$ cat config.mk
export PLATFORM = sky130hd
export DESIGN_NAME = tug_referee
export DESIGN_NICKNAME = d
export VERILOG_FILES = /design/src/rtl/tug_pkg.sv /design/src/rtl/press_edge.sv /design/src/rtl/tug_referee.sv
export SDC_FILE = /design/constraint.sdc
export NUM_CORES = 1
export LEC_CHECK = 0
export BUFFER_PORTS_ARGS = -buffer_cell sky130_fd_sc_hd__buf_4
export CORE_MARGIN = 5
export CORE_UTILIZATION = 30
export DETAILED_ROUTE_END_ITERATION = 10
export PLACE_DENSITY = 0.53
export SYNTH_ARGS = -nofsm -noshare
export SYNTH_HDL_FRONTEND = slang
export SYNTH_SLANG_ARGS = --single-unit
$ cat constraint.sdc
create_clock -name clk -period 3.8 [get_ports clk]
set_input_delay 0.57 -clock clk [delete_from_list [all_inputs] [get_ports clk]]
set_output_delay 0.57 -clock clk [all_outputs]
set_load 0.1 [all_outputs]
$ cat src/rtl/tug_pkg.sv
// Shared types for the tug-of-war referee: game state and winner encodings.
package tug_pkg;

    typedef enum logic [1:0] {PLAY, WIN, MATCH} tug_state_t;

    localparam logic [1:0] WIN_NONE  = 2'b00;
    localparam logic [1:0] WIN_HUMAN = 2'b01;
    localparam logic [1:0] WIN_CPU   = 2'b10;

endpackage

$ cat src/rtl/press_edge.sv
// Turns a press level into a one-cycle registered pulse on its rising edge,
// with an optional synchronizer chain in front for asynchronous sources.
module press_edge #(
    parameter int SYNC_STAGES = 2
) (
    input  logic clk,
    input  logic reset,
    input  logic level_in,
    output logic pulse_out
);

    logic synced;
    logic prev;

    generate
        if (SYNC_STAGES > 0) begin : g_sync
            logic [SYNC_STAGES-1:0] sync_q;

            always_ff @(posedge clk or negedge reset) begin
                if (!reset) begin
                    sync_q <= '0;
                end else begin
                    sync_q[0] <= level_in;
                    for (int i = 1; i < SYNC_STAGES; i++) begin
                        sync_q[i] <= sync_q[i-1];
                    end
                end
            end

            assign synced = sync_q[SYNC_STAGES-1];
        end else begin : g_bypass
            assign synced = level_in;
        end
    endgenerate

    // The pulse is registered so both paths see one extra cycle of latency.
    always_ff @(posedge clk or negedge reset) begin
        if (!reset) begin
            prev      <= 1'b0;
            pulse_out <= 1'b0;
        end else begin
            prev      <= synced;
            pulse_out <= synced & ~prev;
        end
    end

endmodule

$ cat src/rtl/tug_referee.sv
// Tug-of-war referee: moves the lit LED on each press, scores rounds,
// holds off restarts after a win and locks the match at SCORE_MAX.
module tug_referee
    import tug_pkg::*;
#(
    parameter int N_LIGHTS    = 9,
    parameter int SCORE_W     = 3,
    parameter int SCORE_MAX   = 7,
    parameter int HOLD_CYCLES = 4
) (
    input  logic                clk,
    input  logic                reset,
    input  logic                human_key,
    input  logic                cpu_press,
    output logic [N_LIGHTS-1:0] lights,
    output logic [SCORE_W-1:0]  human_score,
    output logic [SCORE_W-1:0]  cpu_score,
    output logic                round_over,
    output logic [1:0]          winner
);

    localparam int POS_W  = $clog2(N_LIGHTS);
    localparam int HOLD_W = $clog2(HOLD_CYCLES + 1);

    localparam logic [POS_W-1:0]    POS_LAST   = POS_W'(N_LIGHTS - 1);
    localparam logic [POS_W-1:0]    POS_CENTRE = POS_W'(N_LIGHTS / 2);
    localparam logic [HOLD_W-1:0]   HOLD_INIT  = HOLD_W'(HOLD_CYCLES);
    localparam logic [SCORE_W-1:0]  SCORE_LAST = SCORE_W'(SCORE_MAX - 1);
    localparam logic [N_LIGHTS-1:0] LIGHT_LSB  = N_LIGHTS'(1);

    function automatic logic [N_LIGHTS-1:0] one_hot(input logic [POS_W-1:0] p);
        return LIGHT_LSB << p;
    endfunction

    tug_state_t        state;
    logic [POS_W-1:0]  pos;
    logic [HOLD_W-1:0] hold;
    logic              h_pulse;
    logic              c_pulse;

    press_edge #(.SYNC_STAGES(2)) u_human_edge (
        .clk       (clk),
        .reset     (reset),
        .level_in  (human_key),
        .pulse_out (h_pulse)
    );

    press_edge #(.SYNC_STAGES(0)) u_cpu_edge (
        .clk       (clk),
        .reset     (reset),
        .level_in  (cpu_press),
        .pulse_out (c_pulse)
    );

    // NOTE: every register, outputs included, is state here; all use <= so
    // each branch reads the values from before this edge.
    always_ff @(posedge clk or negedge reset) begin
        if (!reset) begin
            state       <= PLAY;
            pos         <= POS_CENTRE;
            hold        <= '0;
            lights      <= one_hot(POS_CENTRE);
            human_score <= '0;
            cpu_score   <= '0;
            round_over  <= 1'b0;
            winner      <= WIN_NONE;
        end else begin
            case (state)
                PLAY: begin
                    if (h_pulse && !c_pulse) begin
                        if (pos == POS_LAST) begin
                            human_score <= human_score + 1'b1;
                            winner      <= WIN_HUMAN;
                            round_over  <= 1'b1;
                            hold        <= HOLD_INIT;
                            if (human_score == SCORE_LAST) begin
                                state  <= MATCH;
                                lights <= '1;
                            end else begin
                                state  <= WIN;
                                lights <= '0;
                            end
                        end else begin
                            pos    <= pos + 1'b1;
                            lights <= one_hot(pos + 1'b1);
                        end
                    end else if (c_pulse && !h_pulse) begin
                        if (pos == '0) begin
                            cpu_score  <= cpu_score + 1'b1;
                            winner     <= WIN_CPU;
                            round_over <= 1'b1;
                            hold       <= HOLD_INIT;
                            if (cpu_score == SCORE_LAST) begin
                                state  <= MATCH;
                                lights <= '1;
                            end else begin
                                state  <= WIN;
                                lights <= '0;
                            end
                        end else begin
                            pos    <= pos - 1'b1;
                            lights <= one_hot(pos - 1'b1);
                        end
                    end
                end
                WIN: begin
                    // Only the human restarts a round, and only once the hold expires.
                    if (hold != '0) begin
                        hold <= hold - 1'b1;
                    end else if (h_pulse) begin
                        state      <= PLAY;
                        pos        <= POS_CENTRE;
                        lights     <= one_hot(POS_CENTRE);
                        round_over <= 1'b0;
                    end
                end
                MATCH: ;
                default: state <= PLAY;
            endcase
        end
    end

endmodule
==> out/metrics.cfg <==
[drt]
wl_per_cell_um = 14.1
drcViolationCount = 0
num_vias = 1735
vias_per_cell = 5.01
drt_iter0_markers = 96
wl_um = 4880
drtAntennaViolNets = 0
dr.pass1.iters = 4

[worst_setup_path]
cp-end-kind = flop
cp-start-kind = flop
crit_fanout = 16
crit_type = reg2reg
crit_arrival_ns = 2.73
worstPathRequired_ns = 4.00

[timing]
finalCritPeriodShare_pct = 66.7
max_slew_margin_pct = 41.7
hold_viol = 0
setup_tns_ns = 0
max_freq_mhz = 395
worstMarginPinSlew_ns = 0.875
skew_ns = 0.00611
final.min_clock_period_ns = 2.53
setup_violations = 0
drv_slew = 0
rsz0062_at_grt = no

[hold_path]
hp-class = in2async

[floorplanning]
die-area_um2 = 8800
core-area_um2 = 6830
boundaryPins = 22
die_height_um = 93.8
start_util_pct = 30.8
rows = 30
die_x_um = 93.8

[logic_synthesis]
synthCells = 236
synthTopCellsByArea = dfrtp_1, ha_1, a21oi_1
yosysSeqAreaShare_pct = 39.3
synth-warning-count = 0
ys_async_sr_fraction_pct = 100
syn_avg_cell_area_um2 = 8.93
synth_top_area_cell = dfrtp_1
yosysTopAreaCellShare_pct = 36.8
synth_top_family_by_area = compound AO/OA/AOI/OAI gates
synthAdderAreaFrac_pct = 8.31
synthXorXnorAreaFrac_pct = 2.91
syn-num-nets = 254
ys_ff_latch = 33
yosys_most_used_dff = dfrtp_1
synthSimpleGateAreaFrac_pct = 18.1
synth_edf_count = 0
synth_mux_area_share_pct = 1.54
synth_cell_types = 51
syn-cell-area_um2 = 2110
synth_compound_area_share_pct = 24.1

[cts]
htree_levels = 2
cts_buffers = 5
cts_hold_buffers = 0
cts_buffer_depth = 2
clock_sinks = 33
clk_latency_ns = 0.29
postCtsSetupRepairBufs = 0
path_clk_slew_ns = 0.07
cts_resized = 0
clockRootBuffer = clkbuf_8
cts_tree = yes

[finish]
n_antenna_cell = 0
area_growth_syn_to_layout_pct = 15.6
fin_cells = 346
fillers = 742
fin_area_um2 = 2440
post-route-util_pct = 35.7
nets = 267
drive_gt1_share_pct = 16.4
multiInputGateArea_um2 = 1160
regArea_um2 = 828

[global_route]
overflow = 0
grt_antenna_before_repair = 0
grt_max_degree = 34
track_usage_pct = 11.9
first_global_vias = 1663
grt_pass1_wl_um = 8350

[run]
maxCapViolations = 0

[power_and_ir_drop]
p_leak_nw = 1.03
power.density_nw_per_um2 = 920
ir_drop_v = 0.000297

[placed_design]
io_buffers = 21
dp.cells = 338
dpl-instance-area_um2 = 2320
place.gp.congestion = 0.802
hpwl_um = 3520

[status]
status = completed

## path summary, 6_finish.rpt
| check | from | endpoint | slack (ns) | cells after the start |
|---|---|---|---|---|
| min reg2reg | u_human_edge.g_sync.sync_q[0] | u_human_edge.g_sync.sync_q[1] | 0.36 | 0 |
| min | reset | lights[1] | 0.22 | 1 |
| min in group clk | u_human_edge.g_sync.sync_q[0] | u_human_edge.g_sync.sync_q[1] | 0.36 | 0 |
| max | pos[0] | lights[8] | 1.27 | 7 |
| max reg2reg | pos[0] | lights[8] | 1.27 | 7 |
| max in group asynchronous | reset | pos[2] | 3.24 | 1 |
## synthesized netlist by cell type, types with 4 or more instances
master	n
a21oi_1	23
a221o_1	5
a22oi_1	5
a31oi_1	4
buf_2	4
clkbuf_1	7
dfrtp_1	31
ha_1	14
inv_1	14
nand2_1	19
nand2b_1	4
nand3_1	6
nor2_1	14
nor2b_1	5
nor3_1	10
o21ai_0	17
xnor2_1	5
## flip-flops by register name (all words and copies together) (netlist names)
register	count
lights	9
pos	4
cpu_score	3
hold	3
human_score	3
state	2
u_human_edge.g_sync.sync_q	2
winner	2
round_over	1
u_cpu_edge.prev	1
u_cpu_edge.pulse_out	1
u_human_edge.prev	1
u_human_edge.pulse_out	1
## power by group
part	total, mW	leakage [nW]	switching, mW	internal (mW)
combinational	1.28	0.568	0.892	0.387
clock	0.348	0.0574	0.135	0.213
sequential	0.613	0.408	0.151	0.463
total	2.24	1.03	1.18	1.06
## routing by layer
layer | up-vias | global-route usage (%) | wire, um
met4 | 0 | 3.01 | 42
met3 | 4 | 3.61 | 173
li1 | 871 | - | -
met1 | 828 | 15.8 | 2290
met2 | 32 | 18.9 | 2370
met5 | - | 0 | 0
## worst max-delay path: stages, from the launching register on
cell,delay (ns)
dfrtp_1,0.49
inv_1,0.17
ha_1,0.40
nor3b_1,0.26
a21o_1,0.27
nor2_1,0.49
o211ai_1,0.22
o211ai_1,0.15
## stage by stage
| step | power [mW] | worst slack [ns] | hold WS, ns |
|---|---|---|---|
| global route | 2.41 | 1.02 | 0.250 |
| global placement | 1.90 | 1.33 | 0.344 |
| detailed placement | 1.90 | 1.29 | 0.339 |
| finish | 2.24 | 1.27 | 0.220 |
| CTS | 2.26 | 1.27 | 0.231 |
| floorplan | 1.64 | 1.70 | 0.274 |
## cells in the final DEF, fill, tap and decap left out, types with 4 or more instances in the layout
master / instances
nand3_1: 6
nor2_1: 14
nand2_1: 19
nand2b_1: 4
inv_1: 14
nor2b_1: 5
nor3_1: 10
a31oi_1: 4
a221o_1: 5
a21oi_1: 23
ha_1: 14
a22oi_1: 5
xnor2_1: 5
buf_4: 21
o21ai_0: 17
dfrtp_1: 31
clkbuf_8: 6
## final cells by class
cell class	count	share of cell area (%)
clock buffer	6	3.39
sequential	33	34.0
clock inverter	2	1.54
tap	96	4.93
inverter	14	2.16
timing repair buffer	21	6.47
multi-input combinational	174	47.5
## kinds of logic (layout without fill, tap and decap cells)
kind of cell,after synthesis,in the layout
AO/OA/AOI/OAI,76,76
AND/OR/NAND/NOR,74,74
buffers and inverters,29,43
adder cells (fa/ha/maj),14,14
XOR/XNOR,7,7
flip-flops,33,33
multiplexers,3,3
Power figures use the tool's default switching activity.
